File: config.mk
export PLATFORM = sky130hd
export DESIGN_NAME = ysyx_22050550_trap_ctrl
export DESIGN_NICKNAME = d
export VERILOG_FILES = /design/src/rtl/ysyx_22050550_trap_ctrl_pkg.sv /design/src/rtl/ysyx_22050550_trap_ctrl_mstatus_upd.sv /design/src/rtl/ysyx_22050550_trap_ctrl.sv
export SDC_FILE = /design/constraint.sdc
export NUM_CORES = 1
export LEC_CHECK = 0
export BUFFER_PORTS_ARGS = -buffer_cell sky130_fd_sc_hd__buf_2
export CAP_MARGIN = 10
export CORE_AREA = 2 2 306 308
export CTS_CLUSTER_DIAMETER = 150
export DETAILED_ROUTE_END_ITERATION = 12
export DIE_AREA = 0 0 308 310
export GPL_ROUTABILITY_DRIVEN = 0
export GPL_TIMING_DRIVEN = 1
export PLACE_DENSITY_LB_ADDON = 0.25
export SLEW_MARGIN = 25
export SYNTH_ARGS = -nofsm -noshare
export SYNTH_HDL_FRONTEND = slang
export SYNTH_HIERARCHICAL = 1
export SYNTH_SLANG_ARGS = --single-unit
File: constraint.sdc
create_clock -name clock -period 2.15 [get_ports clock]
set_input_delay 0.1075 -clock clock [delete_from_list [all_inputs] [get_ports clock]]
set_output_delay 0.1075 -clock clock [all_outputs]
set_load 0.02 [all_outputs]
File: src/rtl/ysyx_22050550_trap_ctrl_pkg.sv
// Shared definitions for the M-mode trap sequencer: state encodings, CSR
// write-enable bit indices, mstatus field positions and trap cause values.
package ysyx_22050550_trap_ctrl_pkg;

    localparam int XLEN = 64;

    typedef enum logic [1:0] {
        ST_IDLE  = 2'd0,
        ST_TRAP  = 2'd1,
        ST_RET   = 2'd2,
        ST_REDIR = 2'd3
    } state_t;

    typedef enum logic {
        UPD_TRAP = 1'b0,
        UPD_RET  = 1'b1
    } upd_mode_t;

    localparam int CSR_MEPC    = 0;
    localparam int CSR_MCAUSE  = 1;
    localparam int CSR_MTVEC   = 2;
    localparam int CSR_MSTATUS = 3;
    localparam int CSR_MIE     = 4;
    localparam int CSR_MIP     = 5;

    localparam int MSTATUS_MIE    = 3;
    localparam int MSTATUS_MPIE   = 7;
    localparam int MSTATUS_MPP_LO = 11;
    localparam int MSTATUS_MPP_HI = 12;

    localparam int MTIE_BIT = 7;
    localparam int MTIP_BIT = 7;

    localparam logic [XLEN-1:0] MCAUSE_ECALL = 64'd11;
    localparam logic [XLEN-1:0] MCAUSE_MTI   = 64'h8000_0000_0000_0007;

endpackage

File: src/rtl/ysyx_22050550_trap_ctrl_mstatus_upd.sv
// Combinational mstatus rewrite for trap entry (stack MIE into MPIE) and
// mret (restore MIE from MPIE). MPP is always forced to M-mode.
module ysyx_22050550_mstatus_upd
    import ysyx_22050550_trap_ctrl_pkg::*;
(
    input  upd_mode_t       mode,
    input  logic [XLEN-1:0] mstatus_in,
    output logic [XLEN-1:0] mstatus_out
);

    always_comb begin
        mstatus_out = mstatus_in;
        mstatus_out[MSTATUS_MPP_HI:MSTATUS_MPP_LO] = 2'b11;
        if (mode == UPD_TRAP) begin
            mstatus_out[MSTATUS_MPIE] = mstatus_in[MSTATUS_MIE];
            mstatus_out[MSTATUS_MIE]  = 1'b0;
        end else begin
            mstatus_out[MSTATUS_MIE]  = mstatus_in[MSTATUS_MPIE];
            mstatus_out[MSTATUS_MPIE] = 1'b1;
        end
    end

endmodule

File: src/rtl/ysyx_22050550_trap_ctrl.sv
// Trap sequencer: takes ecall/mret (and the machine timer interrupt when
// YSYX_22050550_TIMER_IRQ_EN is defined), writes the trap CSRs, then redirects fetch.
module ysyx_22050550_trap_ctrl
    import ysyx_22050550_trap_ctrl_pkg::*;
(
    input  logic            clock,
    input  logic            reset,
    input  logic            commit_valid,
    output logic            commit_ready,
    input  logic            commit_ecall,
    input  logic            commit_mret,
    input  logic [XLEN-1:0] commit_pc,
    input  logic [XLEN-1:0] commit_npc,
    input  logic [XLEN-1:0] mepc,
    input  logic [XLEN-1:0] mtvec,
    input  logic [XLEN-1:0] mstatus,
    input  logic [XLEN-1:0] mie,
    input  logic [XLEN-1:0] mip,
    input  logic            timer_irq,
    output logic [XLEN-1:0] wbmepc,
    output logic [XLEN-1:0] wbmcause,
    output logic [XLEN-1:0] wbmstatus,
    output logic [XLEN-1:0] wbmip,
    output logic [7:0]      wbcsren,
    output logic            redirect_valid,
    input  logic            redirect_ready,
    output logic [XLEN-1:0] redirect_pc,
    output logic            busy
);

    state_t          state_q, state_d;
    logic [XLEN-1:0] epc_q, epc_d;
    logic [XLEN-1:0] cause_q, cause_d;
    logic [XLEN-1:0] target_q, target_d;
    logic            irq_pending;
    logic            mtip_mirror;
    upd_mode_t       upd_mode;
    logic [XLEN-1:0] mstatus_new;
    logic            unused_bits;

`ifdef YSYX_22050550_TIMER_IRQ_EN
    assign irq_pending = mstatus[MSTATUS_MIE] & mie[MTIE_BIT] & mip[MTIP_BIT];
    assign mtip_mirror = (timer_irq != mip[MTIP_BIT])
                         && (state_q != ST_TRAP) && (state_q != ST_RET);
    assign unused_bits = ^{mtvec[1:0], mie};
`else
    assign irq_pending = 1'b0;
    assign mtip_mirror = 1'b0;
    assign unused_bits = ^{mtvec[1:0], mie, mip, timer_irq};
`endif

    assign upd_mode = (state_q == ST_RET) ? UPD_RET : UPD_TRAP;

    ysyx_22050550_mstatus_upd u_mstatus_upd (
        .mode        (upd_mode),
        .mstatus_in  (mstatus),
        .mstatus_out (mstatus_new)
    );

    assign commit_ready = (state_q == ST_IDLE);
    assign busy         = (state_q != ST_IDLE);

    always_ff @(posedge clock) begin
        if (reset) begin
            state_q  <= ST_IDLE;
            epc_q    <= '0;
            cause_q  <= '0;
            target_q <= '0;
        end else begin
            state_q  <= state_d;
            epc_q    <= epc_d;
            cause_q  <= cause_d;
            target_q <= target_d;
        end
    end

    // An interrupt suppresses a committing ecall/mret, so epc points back at it.
    always_comb begin
        state_d  = state_q;
        epc_d    = epc_q;
        cause_d  = cause_q;
        target_d = target_q;
        case (state_q)
            ST_IDLE: begin
                if (commit_valid) begin
                    if (irq_pending) begin
                        cause_d  = MCAUSE_MTI;
                        epc_d    = (commit_ecall || commit_mret) ? commit_pc : commit_npc;
                        target_d = {mtvec[XLEN-1:2], 2'b00};
                        state_d  = ST_TRAP;
                    end else if (commit_ecall) begin
                        cause_d  = MCAUSE_ECALL;
                        epc_d    = commit_pc;
                        target_d = {mtvec[XLEN-1:2], 2'b00};
                        state_d  = ST_TRAP;
                    end else if (commit_mret) begin
                        target_d = mepc;
                        state_d  = ST_RET;
                    end
                end
            end
            ST_TRAP:  state_d = ST_REDIR;
            ST_RET:   state_d = ST_REDIR;
            ST_REDIR: if (redirect_ready) state_d = ST_IDLE;
            default:  state_d = ST_IDLE;
        endcase
    end

    // All write-back and redirect outputs are suppressed in the reset cycle.
    always_comb begin
        wbmepc         = '0;
        wbmcause       = '0;
        wbmstatus      = '0;
        wbmip          = '0;
        wbcsren        = '0;
        redirect_valid = 1'b0;
        redirect_pc    = '0;
        if (!reset) begin
            case (state_q)
                ST_TRAP: begin
                    wbcsren[CSR_MEPC]    = 1'b1;
                    wbcsren[CSR_MCAUSE]  = 1'b1;
                    wbcsren[CSR_MSTATUS] = 1'b1;
                    wbmepc               = epc_q;
                    wbmcause             = cause_q;
                    wbmstatus            = mstatus_new;
                end
                ST_RET: begin
                    wbcsren[CSR_MSTATUS] = 1'b1;
                    wbmstatus            = mstatus_new;
                end
                ST_REDIR: begin
                    redirect_valid = 1'b1;
                    redirect_pc    = target_q;
                end
                default: ;
            endcase
            if (mtip_mirror) begin
                wbcsren[CSR_MIP] = 1'b1;
                wbmip            = {mip[XLEN-1:MTIP_BIT+1], timer_irq, mip[MTIP_BIT-1:0]};
            end
        end
    end

endmodule

==> impl_metrics.prom, run 1 <==
# TYPE chip_impl_metric gauge
chip_impl_info{name="timing.critical_path.from_type",value="flop"} 1
chip_impl_metric{name="die-area",unit="µm²"} 95500
chip_impl_metric{name="layout_overhead_on_the_synthesized_area",unit="%"} 79.4
chip_impl_metric{name="detail_route.vias_per_cell",unit=""} 2.99
chip_impl_metric{name="drtPass1Iterations",unit=""} 4
chip_impl_metric{name="worstSkewPairLatency",unit="ns"} 0.49
chip_impl_info{name="worstSetupEndpointType",value="output port"} 1
chip_impl_info{name="worst_setup_path_startpoint",value="state_q[1]"} 1
chip_impl_metric{name="yosys_register_bits",unit=""} 131
chip_impl_metric{name="postLayoutCoreUtil",unit=""} 0.159
chip_impl_metric{name="pre_cts_ws",unit="ns"} 0.149
chip_impl_info{name="worst_r2r_startpoint",value="state_q[0]"} 1
chip_impl_metric{name="layout_worst_path_cycle_share",unit=""} 0.984
chip_impl_metric{name="setup_viol",unit=""} 0
chip_impl_info{name="crit-reg2reg-capture",value="state_q[0]"} 1
chip_impl_metric{name="drt-initial-drc-count",unit=""} 207
chip_impl_info{name="type_of_the_most_critical_hold_path",value="input port to flop"} 1
chip_impl_metric{name="cts_buffers",unit=""} 17
chip_impl_metric{name="crit_arrival",unit="ns"} 2.01
chip_impl_metric{name="die_y",unit="µm"} 310
chip_impl_info{name="tritoncts",value="built"} 1
chip_impl_metric{name="io_pins",unit=""} 786
chip_impl_metric{name="vias",unit=""} 8361
chip_impl_metric{name="area_of_the_core",unit="µm²"} 92500
chip_impl_metric{name="fp.dieW",unit="µm"} 308
chip_impl_metric{name="period_minus_slack",unit="ns"} 2.11
chip_impl_info{name="root_buffer",value="sky130_fd_sc_hd__clkbuf_16"} 1
chip_impl_metric{name="rr_worst_depth",unit=""} 6
chip_impl_metric{name="rows",unit=""} 112
chip_impl_metric{name="power.ir.vdd_worst",unit="V"} 0.000597
chip_impl_metric{name="place.port_buffers",unit=""} 458
chip_impl_info{name="classification_of_the_worst_setup_path",value="flop to output port"} 1
chip_impl_metric{name="clock_tree.htree_level_count",unit=""} 4
chip_impl_metric{name="syn-cell-area",unit="µm²"} 8220
chip_impl_metric{name="timing_max_transition_violations_final",unit=""} 0
chip_impl_info{name="ys_top_cells_by_area",value="sky130_fd_sc_hd__dfxtp_1 (32%), sky130_fd_sc_hd__buf_4 (18%), sky130_fd_sc_hd__and2_1 (15%), sky130_fd_sc_hd__mux2i_1 (7.6%), sky130_fd_sc_hd__a211oi_2 (6.1%)"} 1
chip_impl_metric{name="final.fill_count",unit=""} 10600
chip_impl_info{name="synth_largest_area_cell",value="sky130_fd_sc_hd__dfxtp_1"} 1
chip_impl_metric{name="gr-total-overflow",unit=""} 0
chip_impl_metric{name="setup.reg_to_reg.worst_slack",unit="ns"} 0.25
chip_impl_metric{name="critical_path_required",unit="ns"} 2.04
chip_impl_metric{name="synth_area_per_cell",unit="µm²"} 8.17
chip_impl_metric{name="start_util",unit=""} 0.0888
chip_impl_metric{name="drive_gt1_frac",unit=""} 0.424
chip_impl_metric{name="synth.yosys.seq_area_share",unit=""} 0.319
chip_impl_metric{name="final_cells",unit=""} 2793
chip_impl_metric{name="cts.sinks",unit=""} 131
chip_impl_metric{name="antenna_violating_nets_post_route",unit=""} 0
chip_impl_metric{name="layout.nets",unit=""} 2040
chip_impl_info{name="rsz0062_at_grt",value="yes"} 1
chip_impl_metric{name="grt_max_degree",unit=""} 79
chip_impl_metric{name="worst_slack",unit="ns"} 0.0351
chip_impl_metric{name="numPlacedInstances",unit=""} 2553
chip_impl_metric{name="worst_slew_pin_slew",unit="ns"} 0.576
chip_impl_metric{name="drt_wl_total",unit="µm"} 41300
chip_impl_metric{name="clk_transition_reported_paths",unit="ns"} 0.07
chip_impl_metric{name="maxCapViolations",unit=""} 0
chip_impl_metric{name="route.detailed.wl_per_inst",unit="µm"} 14.8
chip_impl_metric{name="grt_antenna_before_repair",unit=""} 12
chip_impl_metric{name="worst-path-max-fanout",unit=""} 8
chip_impl_metric{name="globalRouteTotalUtil",unit=""} 0.0776
chip_impl_metric{name="pwr_density_cell",unit="nW/µm²"} 831
chip_impl_metric{name="worst_clock_skew",unit="ns"} 0.0204
chip_impl_metric{name="p_leak",unit="nW"} 6.64
chip_impl_metric{name="timing.final.hold_violations",unit=""} 0
chip_impl_metric{name="via_count_of_the_first_global_routing_pass",unit=""} 7577
chip_impl_metric{name="relative_slew_slack",unit=""} 0.605
chip_impl_metric{name="grt_first_pass_wirelength",unit="µm"} 51900
chip_impl_metric{name="synth.distinct_cells",unit=""} 29
chip_impl_metric{name="syn_inst",unit=""} 1006
chip_impl_metric{name="ys_warn_count",unit=""} 6
chip_impl_metric{name="synth_largest_type_area_fraction",unit=""} 0.319
chip_impl_info{name="cp-endpoint",value="wbmstatus[32]"} 1
chip_impl_metric{name="clock_tree.buffer_depth",unit=""} 2
chip_impl_metric{name="place_hpwl",unit="µm"} 28200
chip_impl_metric{name="drc_errors",unit=""} 0
chip_impl_info{name="run_status",value="completed"} 1
chip_impl_metric{name="clock.fmax",unit="GHz"} 0.473
metrics by stage:
stage / hold slack, ns / total power, mW / TNS (ns) / cell area [µm²]
6_report: 0.0556 / 12.3 / 0 / 14700
5_1_grt: 0.0296 / 13.1 / -3.63 / 14700
4_1_cts: 0.00173 / 11.8 / -2.96 / 13900
3_5_place_dp: 0.354 / 7.27 / 0 / 11100
3_3_place_gp: 0.353 / 7.31 / 0 / 11100
2_1_floorplan: 0.243 / 5.93 / 0 / 8700
cell usage in the layout, fill, tap and decap left out, types with 3 or more instances in the layout:
master | netlist | routed
sky130_fd_sc_hd__clkinv_2 | 0 | 3
sky130_fd_sc_hd__buf_12 | 0 | 14
sky130_fd_sc_hd__buf_2 | 24 | 345
sky130_fd_sc_hd__buf_16 | 0 | 5
sky130_fd_sc_hd__dfxtp_1 | 131 | 129
sky130_fd_sc_hd__buf_6 | 7 | 89
sky130_fd_sc_hd__mux2i_1 | 62 | 62
sky130_fd_sc_hd__diode_2 | 0 | 4
sky130_fd_sc_hd__nor2_1 | 64 | 64
sky130_fd_sc_hd__a211oi_2 | 40 | 40
sky130_fd_sc_hd__clkbuf_16 | 0 | 22
sky130_fd_sc_hd__nor2b_1 | 6 | 3
sky130_fd_sc_hd__clkinv_4 | 0 | 3
sky130_fd_sc_hd__nand2_1 | 131 | 131
sky130_fd_sc_hd__a211oi_1 | 23 | 23
sky130_fd_sc_hd__conb_1 | 2 | 132
sky130_fd_sc_hd__dlygate4sd3_1 | 0 | 179
sky130_fd_sc_hd__and2_4 | 0 | 78
sky130_fd_sc_hd__inv_6 | 0 | 5
sky130_fd_sc_hd__ha_1 | 5 | 3
sky130_fd_sc_hd__and2_1 | 193 | 115
sky130_fd_sc_hd__a21oi_1 | 66 | 66
sky130_fd_sc_hd__nor2b_4 | 0 | 3
sky130_fd_sc_hd__buf_4 | 195 | 52
cell usage after synthesis, drive strengths merged:
| library cell | count |
|---|---|
| conb | 2 |
| buf | 230 |
| a211oi | 63 |
| ha | 5 |
| a21o | 1 |
| dfxtp | 131 |
| a21oi | 66 |
| nand2 | 131 |
| a221oi | 2 |
| and2 | 194 |
| o21ai | 1 |
| mux2i | 62 |
| clkbuf | 37 |
| nor3 | 1 |
| nor2 | 64 |
| and3 | 1 |
| or2 | 1 |
| nand3 | 1 |
| o211ai | 1 |
| nor2b | 6 |
| inv | 3 |
| o211a | 1 |
| nand3b | 2 |
flip-flops by register name, indices dropped and copies added, names as in the netlist:
name,cells
epc_q,64
cause_q,1
state_q,2
target_q,64
worst min-delay path by stage:
stage / from / to / slack (ns) / cells after the start
floorplan: commit_pc[0] / epc_q[0] / 0.24 / 2
CTS: mepc[62] / target_q[62] / 0.002 / 3
global placement: commit_pc[59] / epc_q[59] / 0.35 / 3
finish: mepc[59] / target_q[59] / 0.06 / 3
detailed placement: commit_pc[57] / epc_q[57] / 0.35 / 3
global route: mepc[38] / target_q[38] / 0.03 / 3
per-layer routing:
layer / part of all wire / vias up / track usage
met5: 0.0015 / - / 0
li1: - / 4080 / -
met1: 0.42 / 3808 / 0.0899
met4: 0.032 / 10 / 0.0357
met3: 0.088 / 43 / 0.0332
met2: 0.46 / 420 / 0.124
layout make-up:
| type | count | area (µm²) | share of cell area |
|---|---|---|---|
| Antenna cell | 4 | 10.0 | 0.000679 |
| Tap cell | 1197 | 1500 | 0.102 |
| Clock buffer | 17 | 425 | 0.0289 |
| Timing Repair Buffer | 692 | 5520 | 0.374 |
| Multi-Input combinational cell | 735 | 4500 | 0.305 |
| Sequential cell | 131 | 2630 | 0.178 |
| Clock inverter | 14 | 153 | 0.0104 |
| Inverter | 3 | 13.8 | 0.000934 |
where the power goes:
part	leakage (nW)	internal, mW	switching, mW
registers	1.07	2.87	0.202
logic	5.29	2.90	3.17
clock network	0.285	1.71	1.39
what timing repair did:
| item | in CTS | in global routing |
|---|---|---|
| gates cloned | 4 | 9 |
| setup buffers | 10 | 3 |
| endpoints found under the setup margin | 124 | 147 |
| endpoints found under the hold margin | 126 | 0 |
| resized for setup | 94 | 206 |
| hold buffers | 179 | 0 |
| pin swaps | 2 | 39 |
critical path: stages (launching register included):
cell	delay, ns
sky130_fd_sc_hd__dfxtp_2	0.36
sky130_fd_sc_hd__inv_4	0.05
sky130_fd_sc_hd__ha_4	0.26
sky130_fd_sc_hd__nor2b_4	0.15
sky130_fd_sc_hd__buf_6	0.15
sky130_fd_sc_hd__bufbuf_16	0.28
sky130_fd_sc_hd__and2_1	0.13
sky130_fd_sc_hd__buf_4	0.14
cell families (layout without fill, tap and decap cells):
kind of cell,count (synthesis),count (layout),share of synthesized area
compound gates,135,135,0.128
fa+ha+maj,5,5,0.00761
buf+inv,270,726,0.223
flops,131,131,0.319
mux,62,62,0.0755
other cells,2,136,0.000914
simple gates,401,401,0.246
(Power assumes the default switching activity.)
==> run 2: changes to the inputs <==
==> constraint.sdc (replaced) <==
create_clock -name clock -period 2.15 [get_ports clock]
set_input_delay 0.1075 -clock clock [delete_from_list [all_inputs] [get_ports clock]]
set_output_delay 0.1075 -clock clock [all_outputs]
set_load 0.1 [all_outputs]
==> impl_metrics.prom, run 2 (synthesis gave the netlist of run 1 again) <==
# TYPE chip_impl_metric gauge
chip_impl_info{name="run_status",value="finished, violations left"} 1
chip_impl_info{name="violations",value="setup timing"} 1
chip_impl_metric{name="power",unit="mW"} 16.2
chip_impl_metric{name="portion_of_total_power_attributed_to_the_clock_network",unit=""} 0.181
chip_impl_metric{name="postLayoutCoreUtil",unit=""} 0.188
chip_impl_metric{name="die-area",unit="µm²"} 95500
chip_impl_metric{name="gr-total-overflow",unit=""} 0
chip_impl_metric{name="worst_slew_pin_slew",unit="ns"} 0.953
chip_impl_info{name="worstSetupEndpointType",value="output port"} 1
chip_impl_metric{name="critical_path_required",unit="ns"} 2.04
chip_impl_metric{name="place.port_buffers",unit=""} 458
chip_impl_metric{name="worst_slack",unit="ns"} -0.00786
chip_impl_metric{name="power.ir.vdd_worst",unit="V"} 0.00102
chip_impl_metric{name="pwr_density_cell",unit="nW/µm²"} 934
chip_impl_metric{name="route.detailed.wl_per_inst",unit="µm"} 14.5
chip_impl_info{name="rsz0062_at_grt",value="yes"} 1
chip_impl_info{name="timing.critical_path.from_type",value="flop"} 1
chip_impl_metric{name="finalInstanceArea",unit="µm²"} 17400
chip_impl_metric{name="maxCapViolations",unit=""} 0
chip_impl_metric{name="period_minus_slack",unit="ns"} 2.16
chip_impl_info{name="reg.largest.list",value="epc_q x64, target_q x64, state_q x2"} 1
chip_impl_metric{name="dpl-instance-area",unit="µm²"} 14200
chip_impl_metric{name="drc_errors",unit=""} 0
chip_impl_metric{name="antenna_violating_nets_post_route",unit=""} 0
chip_impl_metric{name="crit_arrival",unit="ns"} 2.05
chip_impl_metric{name="pre_cts_ws",unit="ns"} 0.250
chip_impl_metric{name="layout.nets",unit=""} 2049
chip_impl_metric{name="worst_clock_skew",unit="ns"} 0.0100
chip_impl_metric{name="grt_antenna_before_repair",unit=""} 14
chip_impl_metric{name="final.fill_count",unit=""} 10300
chip_impl_metric{name="clock.fmax",unit="GHz"} 0.463
chip_impl_metric{name="vias",unit=""} 8215
chip_impl_metric{name="drt-initial-drc-count",unit=""} 227
chip_impl_metric{name="via_count_of_the_first_global_routing_pass",unit=""} 7809
chip_impl_metric{name="worstSkewPairLatency",unit="ns"} 0.49
chip_impl_metric{name="layout_worst_path_cycle_share",unit=""} 1.00
chip_impl_metric{name="drt_wl_total",unit="µm"} 40500
chip_impl_info{name="most_common_library_cell_in_the_layout_ignoring_fill_and_taps",value="sky130_fd_sc_hd__buf_2"} 1
chip_impl_metric{name="fp.dieW",unit="µm"} 308
chip_impl_metric{name="relative_slew_slack",unit=""} 0.363
chip_impl_metric{name="rows",unit=""} 112
chip_impl_info{name="commonest_cells_after_routing_fill_and_taps_aside",value="sky130_fd_sc_hd__buf_2 (257), sky130_fd_sc_hd__buf_12 (217), sky130_fd_sc_hd__dlygate4sd3_1 (181), sky130_fd_sc_hd__conb_1 (132), sky130_fd_sc_hd__nand2_1 (131)"} 1
chip_impl_metric{name="layout_overhead_on_the_synthesized_area",unit="%"} 112
chip_impl_info{name="type_of_the_most_critical_hold_path",value="input port to flop"} 1
chip_impl_metric{name="detail_route.vias_per_cell",unit=""} 2.93
chip_impl_metric{name="clock_tree.htree_level_count",unit=""} 4
chip_impl_metric{name="area_of_the_core",unit="µm²"} 92500
chip_impl_metric{name="clock_tree.buffer_depth",unit=""} 2
chip_impl_metric{name="power.share.sequential",unit=""} 0.190
chip_impl_metric{name="cts.sinks",unit=""} 131
chip_impl_metric{name="p_int",unit="mW"} 8.23
chip_impl_metric{name="clk_transition_reported_paths",unit="ns"} 0.07
chip_impl_metric{name="grt_max_degree",unit=""} 111
chip_impl_metric{name="drtPass1Iterations",unit=""} 4
chip_impl_metric{name="io_pins",unit=""} 786
chip_impl_info{name="classification_of_the_worst_setup_path",value="flop to output port"} 1
chip_impl_metric{name="globalRouteTotalUtil",unit=""} 0.0784
chip_impl_metric{name="timing_max_transition_violations_final",unit=""} 0
chip_impl_metric{name="setup_viol",unit=""} 6
chip_impl_metric{name="p_switching",unit="mW"} 8.01
chip_impl_metric{name="power.combinational.fraction",unit=""} 0.629
chip_impl_metric{name="drive_gt1_frac",unit=""} 0.471
chip_impl_metric{name="start_util",unit=""} 0.0888
chip_impl_metric{name="grt_first_pass_wirelength",unit="µm"} 53200
chip_impl_metric{name="numPlacedInstances",unit=""} 2560
chip_impl_metric{name="final_cells",unit=""} 2802
chip_impl_metric{name="cts_buffers",unit=""} 17
chip_impl_metric{name="die_y",unit="µm"} 310
chip_impl_metric{name="p_leak",unit="nW"} 7.23
chip_impl_metric{name="power_switching_share",unit=""} 0.493
chip_impl_metric{name="timing.final.hold_violations",unit=""} 0
chip_impl_metric{name="worst-path-max-fanout",unit=""} 8
chip_impl_metric{name="place_hpwl",unit="µm"} 27600
chip_impl_info{name="root_buffer",value="sky130_fd_sc_hd__clkbuf_16"} 1
chip_impl_info{name="tritoncts",value="built"} 1
-- run 2: cell count changes in the layout (fill, tap and decap cells not counted), moves of 5 or more --
cell / before / now
sky130_fd_sc_hd__buf_12: 14 / 217
sky130_fd_sc_hd__buf_2: 345 / 257
sky130_fd_sc_hd__buf_6: 89 / 5
sky130_fd_sc_hd__and2_1: 115 / 41
sky130_fd_sc_hd__inv_6: 5 / 0
sky130_fd_sc_hd__and2_2: 1 / 35
sky130_fd_sc_hd__and2_4: 78 / 118
sky130_fd_sc_hd__buf_4: 52 / 29
-- run 2: worst paths after layout --
path	start	to	slack [ns]	cells after the start
worst min register to register	epc_q[52]	epc_q[52]	0.45	2
worst max register to register	state_q[0]	target_q[57]	0.50	6
worst max-delay path	state_q[0]	wbmstatus[32]	-0.008	7
worst min-delay path	mepc[61]	target_q[61]	0.04	3
-- run 2: layout make-up --
| type | count | area [µm²] | share of cell area |
|---|---|---|---|
| multi-input cells | 735 | 4650 | 0.268 |
| flip-flops and latches | 131 | 2630 | 0.151 |
| clock buffers | 20 | 457 | 0.0263 |
| repair buffers | 701 | 8030 | 0.462 |
| inverters | 3 | 13.8 | 0.000792 |
| well taps | 1197 | 1500 | 0.0862 |
| clock inverters | 10 | 86.3 | 0.00497 |
| diodes | 5 | 12.5 | 0.000720 |
-- run 2: stage by stage --
stage | hold WS, ns | setup TNS (ns)
2_1_floorplan | 0.243 | -15.74
3_3_place_gp | 0.351 | 0
3_5_place_dp | 0.355 | 0
4_1_cts | 0.0000388 | -5.53
5_1_grt | 0.0227 | -8.14
6_report | 0.0401 | -0.0356
-- run 2: layer usage --
metal,wire [µm],up-vias,GRT usage
met4,620,10,0.0299
li1,-,4101,-
met5,62,-,0
met3,3360,39,0.0321
met2,18100,364,0.119
met1,18400,3701,0.0988
-- run 2: power by group through the flow --
stage	Sequential (mW)	Clock, mW	Combinational (mW)
final	3.09	2.93	10.2
after global routing	3.15	3.19	10.7
after CTS	3.07	3.13	9.93
after detailed placement	3.11	0	9.00
after global placement	3.10	0	9.03
after floorplan	3.05	0	6.26
-- run 2: worst max-delay path, cell delays in order, from the launching register on --
cell	delay, ns
sky130_fd_sc_hd__dfxtp_4	0.36
sky130_fd_sc_hd__inv_4	0.05
sky130_fd_sc_hd__ha_4	0.27
sky130_fd_sc_hd__nor2b_4	0.20
sky130_fd_sc_hd__buf_12	0.17
sky130_fd_sc_hd__clkbuf_16	0.17
sky130_fd_sc_hd__and2_2	0.17
sky130_fd_sc_hd__buf_12	0.17
-- run 2: repair_timing --
item / CTS / global route
hold endpoints to repair: 126 / 0
pin swaps: 7 / 56
gates resized for setup: 63 / 79
setup endpoints to repair: 158 / 152
gates cloned: 5 / 8
hold buffers: 181 / 0
buffers inserted: 7 / 6
